## src/rtl/condicionador_entrada.sv

```systemverilog
// Input conditioner: synchronizes a push-button and two level sensors, classifies button presses
// as short (b) or long (a), and flags sensor conflicts. Define CONDICIONADOR_SENSOR_DEB_EN to debounce the sensors.
module condicionador_entrada #(
    parameter int unsigned DEB_CYCLES  = 1000,
    parameter int unsigned LONG_CYCLES = 50000
) (
    input  logic clk,
    input  logic rst,
    input  logic btn_raw,
    input  logic sens_cheio,
    input  logic sens_vazio,
    output logic a,
    output logic b,
    output logic c,
    output logic d,
    output logic erro
);

    localparam int unsigned DebW  = $clog2(DEB_CYCLES + 1);
    localparam int unsigned LongW = $clog2(LONG_CYCLES + 1);
    localparam logic [DebW-1:0]  DebMax  = DebW'(DEB_CYCLES);
    localparam logic [LongW-1:0] LongMax = LongW'(LONG_CYCLES);

    typedef enum logic [2:0] {
        StIdle,
        StDebPress,
        StHeld,
        StLong,
        StDebRel
    } state_e;

    // Bit order: {btn, vazio, cheio}
    logic [2:0] sync1_q, sync2_q;

    always_ff @(posedge clk or negedge rst) begin
        if (!rst) begin
            sync1_q <= '0;
            sync2_q <= '0;
        end else begin
            sync1_q <= {btn_raw, sens_vazio, sens_cheio};
            sync2_q <= sync1_q;
        end
    end

    logic btn_s;
    assign btn_s = sync2_q[2];

    state_e            state_q;
    logic [DebW-1:0]   deb_cnt_q, deb_inc;
    logic [LongW-1:0]  held_cnt_q, held_inc;
    logic              long_q;
    logic              a_q, b_q;

    always_comb begin
        deb_inc  = (deb_cnt_q >= DebMax) ? deb_cnt_q : deb_cnt_q + DebW'(1);
        held_inc = (held_cnt_q >= LongMax) ? held_cnt_q : held_cnt_q + LongW'(1);
    end

    always_ff @(posedge clk or negedge rst) begin
        if (!rst) begin
            state_q    <= StIdle;
            deb_cnt_q  <= '0;
            held_cnt_q <= '0;
            long_q     <= 1'b0;
            a_q        <= 1'b0;
            b_q        <= 1'b0;
        end else begin
            a_q <= 1'b0;
            b_q <= 1'b0;
            unique case (state_q)
                StIdle: begin
                    if (btn_s) begin
                        state_q   <= StDebPress;
                        deb_cnt_q <= '0;
                    end
                end
                StDebPress: begin
                    if (!btn_s) begin
                        state_q <= StIdle;
                    end else if (deb_inc == DebMax) begin
                        state_q    <= StHeld;
                        deb_cnt_q  <= '0;
                        held_cnt_q <= '0;
                    end else begin
                        deb_cnt_q <= deb_inc;
                    end
                end
                StHeld: begin
                    if (!btn_s) begin
                        state_q   <= StDebRel;
                        long_q    <= 1'b0;
                        deb_cnt_q <= '0;
                    end else begin
                        held_cnt_q <= held_inc;
                        if (held_inc == LongMax) begin
                            state_q <= StLong;
                            a_q     <= 1'b1;
                        end
                    end
                end
                StLong: begin
                    if (!btn_s) begin
                        state_q   <= StDebRel;
                        long_q    <= 1'b1;
                        deb_cnt_q <= '0;
                    end
                end
                StDebRel: begin
                    // A bounce back to 1 resumes the press without losing the held count
                    if (btn_s) begin
                        state_q <= long_q ? StLong : StHeld;
                    end else if (deb_inc == DebMax) begin
                        state_q   <= StIdle;
                        deb_cnt_q <= '0;
                        b_q       <= ~long_q;
                    end else begin
                        deb_cnt_q <= deb_inc;
                    end
                end
                default: state_q <= StIdle;
            endcase
        end
    end

    assign a = a_q;
    assign b = b_q;

    // Bit 0 = cheio, bit 1 = vazio
    logic [1:0] sens_v;

`ifdef CONDICIONADOR_SENSOR_DEB_EN
    logic [1:0]      sens_deb_q;
    logic [DebW-1:0] sens_cnt_q [2];

    always_ff @(posedge clk or negedge rst) begin
        if (!rst) begin
            sens_deb_q <= '0;
            for (int i = 0; i < 2; i++) begin
                sens_cnt_q[i] <= '0;
            end
        end else begin
            for (int i = 0; i < 2; i++) begin
                if (sync2_q[i] == sens_deb_q[i]) begin
                    sens_cnt_q[i] <= '0;
                end else if (sens_cnt_q[i] >= DebMax) begin
                    sens_deb_q[i] <= sync2_q[i];
                    sens_cnt_q[i] <= '0;
                end else begin
                    sens_cnt_q[i] <= sens_cnt_q[i] + DebW'(1);
                end
            end
        end
    end

    assign sens_v = sens_deb_q;
`else
    assign sens_v = sync2_q[1:0];
`endif

    assign c    = sens_v[0] & ~sens_v[1];
    assign d    = sens_v[1] & ~sens_v[0];
    assign erro = sens_v[0] & sens_v[1];

endmodule
```

## config.mk

```make
export PLATFORM = sky130hd
export DESIGN_NAME = condicionador_entrada
export DESIGN_NICKNAME = d
export VERILOG_FILES = /design/src/rtl/condicionador_entrada.sv
export SDC_FILE = /design/constraint.sdc
export NUM_CORES = 1
export LEC_CHECK = 0
export CAP_MARGIN = 5
export CORE_MARGIN = 2
export CORE_UTILIZATION = 55
export CTS_BUF_LIST = sky130_fd_sc_hd__clkbuf_8
export DETAILED_ROUTE_END_ITERATION = 10
export DONT_BUFFER_PORTS = 1
export GPL_TIMING_DRIVEN = 0
export HOLD_SLACK_MARGIN = 0.05
export MAX_ROUTING_LAYER = met4
export PLACE_DENSITY = 0.67
export SETUP_SLACK_MARGIN = 0.1
export SYNTH_ARGS = -nofsm -noshare
export SYNTH_HDL_FRONTEND = slang
export SYNTH_SLANG_ARGS = --single-unit
export TNS_END_PERCENT = 50
```

## constraint.sdc

```tcl
create_clock -name clk -period 6.84 [get_ports clk]
set_clock_uncertainty 0.2 [all_clocks]
set_input_delay 1.368 -clock clk [delete_from_list [all_inputs] [get_ports clk]]
set_output_delay 1.368 -clock clk [all_outputs]
set_load 0.01 [all_outputs]
```

Word-level counts from Yosys, hierarchy flattened:

Cells that the tools add are included.

* output and inout bits: 5
* word-level logic and storage cells: 75
* latch bits: 0
* bits in writable memories: 0
* bits in read-only memories: 0
* bits of input ports: 5
* memories kept: 0
* bits in registers: 38

* reductions and logical operators: 9
* bitwise gates (word level): 6
* shift-type cells: 0
* magnitude comparators: 2
* multiply operators: 0
* eq/ne operators: 17
* multiplexer cells: 31
* divide/modulo/power cells: 0
* $add $sub $neg: 2

Operator list (number)
* $mux W16: 4
* $mux W10: 6
* $pmux W10 S4: 1
* $pmux W16 S2: 1
* $mux W3: 8
* $add A16 B1 Y16 const B: 1
* $eq A16 B16 Y1 const B: 1
* $ge A16 B16 Y1 const B: 1
* $ne A2 B2 Y1 const B: 8
* $pmux W3 S5: 1
* $add A10 B1 Y10 const B: 1
* $eq A10 B10 Y1 const B: 1
* $ge A10 B10 Y1 const B: 1
* $reduce_and A5 Y1: 2
* $mux W1: 9
* $ne A3 B3 Y1 const B: 3
* $eq A3 B2 Y1 const B: 2
* $reduce_and A4 Y1: 1
* $reduce_bool A2 Y1: 2
* $reduce_bool A4 Y1: 1
* $and A1 B1 Y1: 3
* $eq A3 B1 Y1 const B: 1
* $eq A3 B3 Y1 const B: 1
* $logic_not A3 Y1: 1
* 4 further kinds: 6

Longest topological paths before layout:

* depth after elaboration: 6
* mapped depth: 10
* mapped depth without buffers: 9

Worst setup path before layout:

Ideal clock, no wire load.

* kind: register to register
* start: reg deb_cnt_q[0]
* end: reg held_cnt_q[0]
* setup time: 0.125 ns
* data arrival time: 2.272 ns
* slack: 4.244 ns
* period minus slack after synthesis: 2.596 ns
* cell stages (with the launch flop): 9
* required time: 6.515 ns
* buffers on the path: 0
* path through: dfrtp_1 > inv_1 > ha_1 > or4_1 > o211ai_2 > nand4b_2 > o31a_1 > o21bai_1 > mux2_2

* longest elaborated chain between the ends: 5
* elaborated cells between the ends (all ways): 6
* classes of those cells: 1 x add/sub; 1 x order compare; 2 x eq/ne; 1 x mux; 1 x reduce/logical

RTL lines
* start: declaration: RTL line 49 `logic [DebW-1:0] deb_cnt_q, deb_inc;`
* start signal: assignment: RTL line 85 `deb_cnt_q <= deb_inc;`
* start signal: assignment: RTL line 117 `deb_cnt_q <= deb_inc;`
* $add A10 B1 Y10 / $ge A10 B10 Y1 (equally long branches): RTL line 55 `deb_inc = (deb_cnt_q >= DebMax) ? deb_cnt_q : deb_cnt_q + DebW'(1);`
* $mux W10 (*): RTL line 55
* $eq A10 B10 Y1 (*): RTL line 80 `end else if (deb_inc == DebMax) begin`
* $ne A2 B2 Y1 (no line) (*)
* $reduce_and A4 Y1 (no line) (*)
* end signal: assignment: RTL line 94 `held_cnt_q <= held_inc;`
* end: declaration: RTL line 50 `logic [LongW-1:0] held_cnt_q, held_inc;`

Every way passes the cells marked *; elsewhere a longest branch is shown, timed or not.
A chain may end at the register's enable or synchronous reset.

Worst setup path after layout:

* start: reg deb_cnt_q[0]
* end: reg held_cnt_q[9]

The elaborated chain is that of the path after synthesis.

==> flow_metrics.py <==
metrics = {
    "cts": {
        "clkSinkCount": 38,
        "insertion_delay_ns": 0.29,
        "numCtsBuffers": 5,
        "postCtsSetupRepairBufs": 0,
        "cts.clk_slew.worst_paths_ns": 0.08,
        "cts_root_buf": "clkbuf_8",
        "ctsResizeCount": 0,
        "cts_tree": "yes",
        "htreeDepth": 2,
        "clock_path_buffers": 2,
        "cts_hold_buf": 0,
    },
    "synthesis": {
        "synth_mux_area_frac": 0.0166,
        "synth_cell_type_count": 65,
        "synth_top_family_by_area": "simple AND/OR/NAND/NOR gates",
        "synth_warnings": 0,
        "syn_inst": 305,
        "synth_xor_area_frac": 0.0103,
        "synth_edf_count": 0,
        "async_reset_ff_frac": 1.00,
        "synth_seq_cells": 38,
        "synth_fa_ha_area_frac": 0.0196,
        "synth_top_area_frac": 0.372,
        "synth_area_leader_cell": "dfrtp_1",
        "synth_area_leaders": "dfrtp_1, o21ai_0, nand2_1",
        "synth_compound_area_frac": 0.249,
        "yosys.area_share.simple": 0.273,
        "synth_area_um2": 2560,
        "avgSynthCellArea_um2": 8.39,
        "ys_seq_area_frac": 0.372,
        "syn_nets": 314,
        "synth_ff_type": "dfrtp_1",
    },
    "routing": {
        "routedWlPerCell_um": 15.8,
        "drc": 0,
        "drtIter0Drc": 135,
        "ant_nets": 0,
        "viasPerCell": 6.40,
        "wirelength_um": 5750,
        "dr.pass1.iters": 5,
        "vias": 2337,
    },
    "setup_path": {
        "crit_path_start_kind": "flop",
        "r2r_end": "held_cnt_q[9]",
        "required_ns": 6.80,
        "cp.depth": 9,
        "crit_type": "flop to flop",
        "r2r-start": "deb_cnt_q[0]",
        "crit_path_end_kind": "flop",
        "worst-path-buf-inv": 2,
        "slowest_delay_ns": 0.52,
        "arrival_ns": 2.91,
        "cp_slowest_cell": "or4_1",
        "reg2reg_setup_slack_ns": 3.89,
        "critical_path.max_fanout": 10,
        "rr_worst_depth": 9,
        "critPathTopFamily": "compound AO/OA/AOI/OAI gates",
        "path_cells": "inv_1 > ha_1 > or4_1 > o211ai_2 > nand4b_2 > o31a_1 > buf_2 > o21ai_0 > o41ai_1",
    },
    "sta": {
        "rsz0062_at_grt": "false",
        "setup_viol": 0,
        "fin_crit_sh": 0.431,
        "hold_violations": 0,
        "fmax_ghz": 0.339,
        "finalSetupTns_ns": 0,
        "worst_pin_slew_ns": 0.630,
        "fin_crit_ns": 2.95,
        "report.final.slew_viol_count": 0,
        "maxSlewHeadroom": 0.577,
    },
    "power": {
        "p_sw_frac": 0.244,
        "power_density_nw_per_um2": 156,
        "seq_power_share": 0.551,
        "total_power_uw": 425,
        "leakagePower_uw": 0.00115,
        "comb_power_share": 0.079,
        "peakVddDrop_uv": 114,
        "intPower_uw": 321,
        "netSwitchingPower_uw": 104,
        "p_clk_frac": 0.370,
    },
    "placed_design": {
        "dp_hpwl_um": 4150,
        "io_buffers": 0,
        "place_congestion": 0.996,
    },
    "grt": {
        "track_usage": 0.252,
        "grt_pass1_wl_um": 10100,
        "grt_overflow_total": 0,
        "grt_pass1_vias": 2127,
        "grt_max_degree": 39,
        "antenna_found_initial": 0,
    },
    "layout": {
        "fin_util": 0.615,
        "final_common_cell": "dfrtp_1",
        "diodes": 0,
        "syn2layout_area_growth_pct": 6.12,
        "nets": 321,
        "mostFrequentLayoutCells": "dfrtp_1, nand2_1, nor2_1, o21ai_0, nand3_1",
        "drive_gt1_frac": 0.0799,
        "fill_cells": 406,
    },
    "floorplan": {
        "die_w_um": 72.2,
        "die_h_um": 72.2,
        "ios": 10,
        "start_util": 0.579,
        "rows": 24,
        "core-area_um2": 4410,
        "dieArea_um2": 5210,
    },
    "min_path": {
        "worstHoldStart": "sync1_q[1]",
        "hp-class": "flop to flop",
        "min_to": "sync2_q[1]",
        "worstHoldPathCells": 0,
    },
    "outcome": {
        "status": "finished clean",
    },
    "job": {
        "maxCapViolCount": 0,
    },
}
-- cells in the mapped netlist, types with 3 or more instances --
cell type / number
nor2b_1: 6
xnor2_1: 3
nor3_1: 8
a31oi_1: 9
o31ai_1: 7
nand3_1: 17
dfrtp_1: 38
and3_1: 6
nor2_1: 28
ha_1: 4
o22a_1: 3
a21oi_1: 8
nand2b_1: 6
and2_1: 4
nand4_1: 10
inv_1: 10
clkbuf_1: 16
buf_2: 5
o21ai_0: 26
nand2_1: 29
-- state kept, by name (all words and copies together), names as in the netlist --
name	cells
a	1
b	1
deb_cnt_q	10
held_cnt_q	16
long_q	1
state_q	3
sync1_q	3
sync2_q	3
-- kinds of logic (layout without fill, tap and decap cells) --
group | count (synthesis) | count (layout)
multiplexers | 4 | 4
AND/OR/NAND/NOR | 132 | 132
XOR/XNOR | 3 | 3
buffers and inverters | 34 | 42
flip-flops | 38 | 38
adder cells (fa/ha/maj) | 4 | 4
AO/OA/AOI/OAI | 90 | 90
-- final cells by class --
| type | count | area (um^2) | share of cell area |
|---|---|---|---|
| Tap cell | 52 | 65.1 | 0.0240 |
| Clock inverter | 2 | 8.76 | 0.00323 |
| Multi-Input combinational cell | 233 | 1450 | 0.536 |
| Sequential cell | 38 | 951 | 0.350 |
| Buffer | 24 | 115 | 0.0424 |
| Clock buffer | 6 | 82.6 | 0.0304 |
| Inverter | 10 | 37.5 | 0.0138 |
-- stage by stage --
| step | hold slack, ns | worst slack, ns | instances | area (um^2) |
|---|---|---|---|---|
| after floorplan | 0.131 | 4.24 | 305 | 2560 |
| after global placement | 0.134 | 3.93 | 357 | 2620 |
| after detailed placement | 0.139 | 3.86 | 357 | 2620 |
| after CTS | 0.155 | 3.87 | 365 | 2710 |
| after global routing | 0.159 | 3.69 | 365 | 2710 |
| final | 0.151 | 3.89 | 365 | 2710 |
-- power groups by stage --
stage               combinational [uW]  clock, uW  sequential, uW
CTS                               33.1        164             234
global placement                  33.0          0             239
floorplan                         27.1          0             238
finish                            33.4        157             234
detailed placement                33.0          0             239
global route                      37.6        171             235
-- metal layers --
layer  global-route usage  wire length [um]
met5                    -                 0
met3               0.0403               312
met4               0.0901               121
met1                0.352              2700
met2                0.372              2620
-- how the worst max path moves through the flow --
stage / start / endpoint / slack (ns)
6_report: deb_cnt_q[0] / held_cnt_q[9] / 3.89
3_3_place_gp: deb_cnt_q[0] / held_cnt_q[9] / 3.93
5_1_grt: deb_cnt_q[0] / held_cnt_q[9] / 3.69
3_5_place_dp: deb_cnt_q[0] / held_cnt_q[9] / 3.86
4_1_cts: deb_cnt_q[0] / held_cnt_q[9] / 3.87
2_1_floorplan: deb_cnt_q[0] / held_cnt_q[0] / 4.24
(Power assumes the default switching activity.)
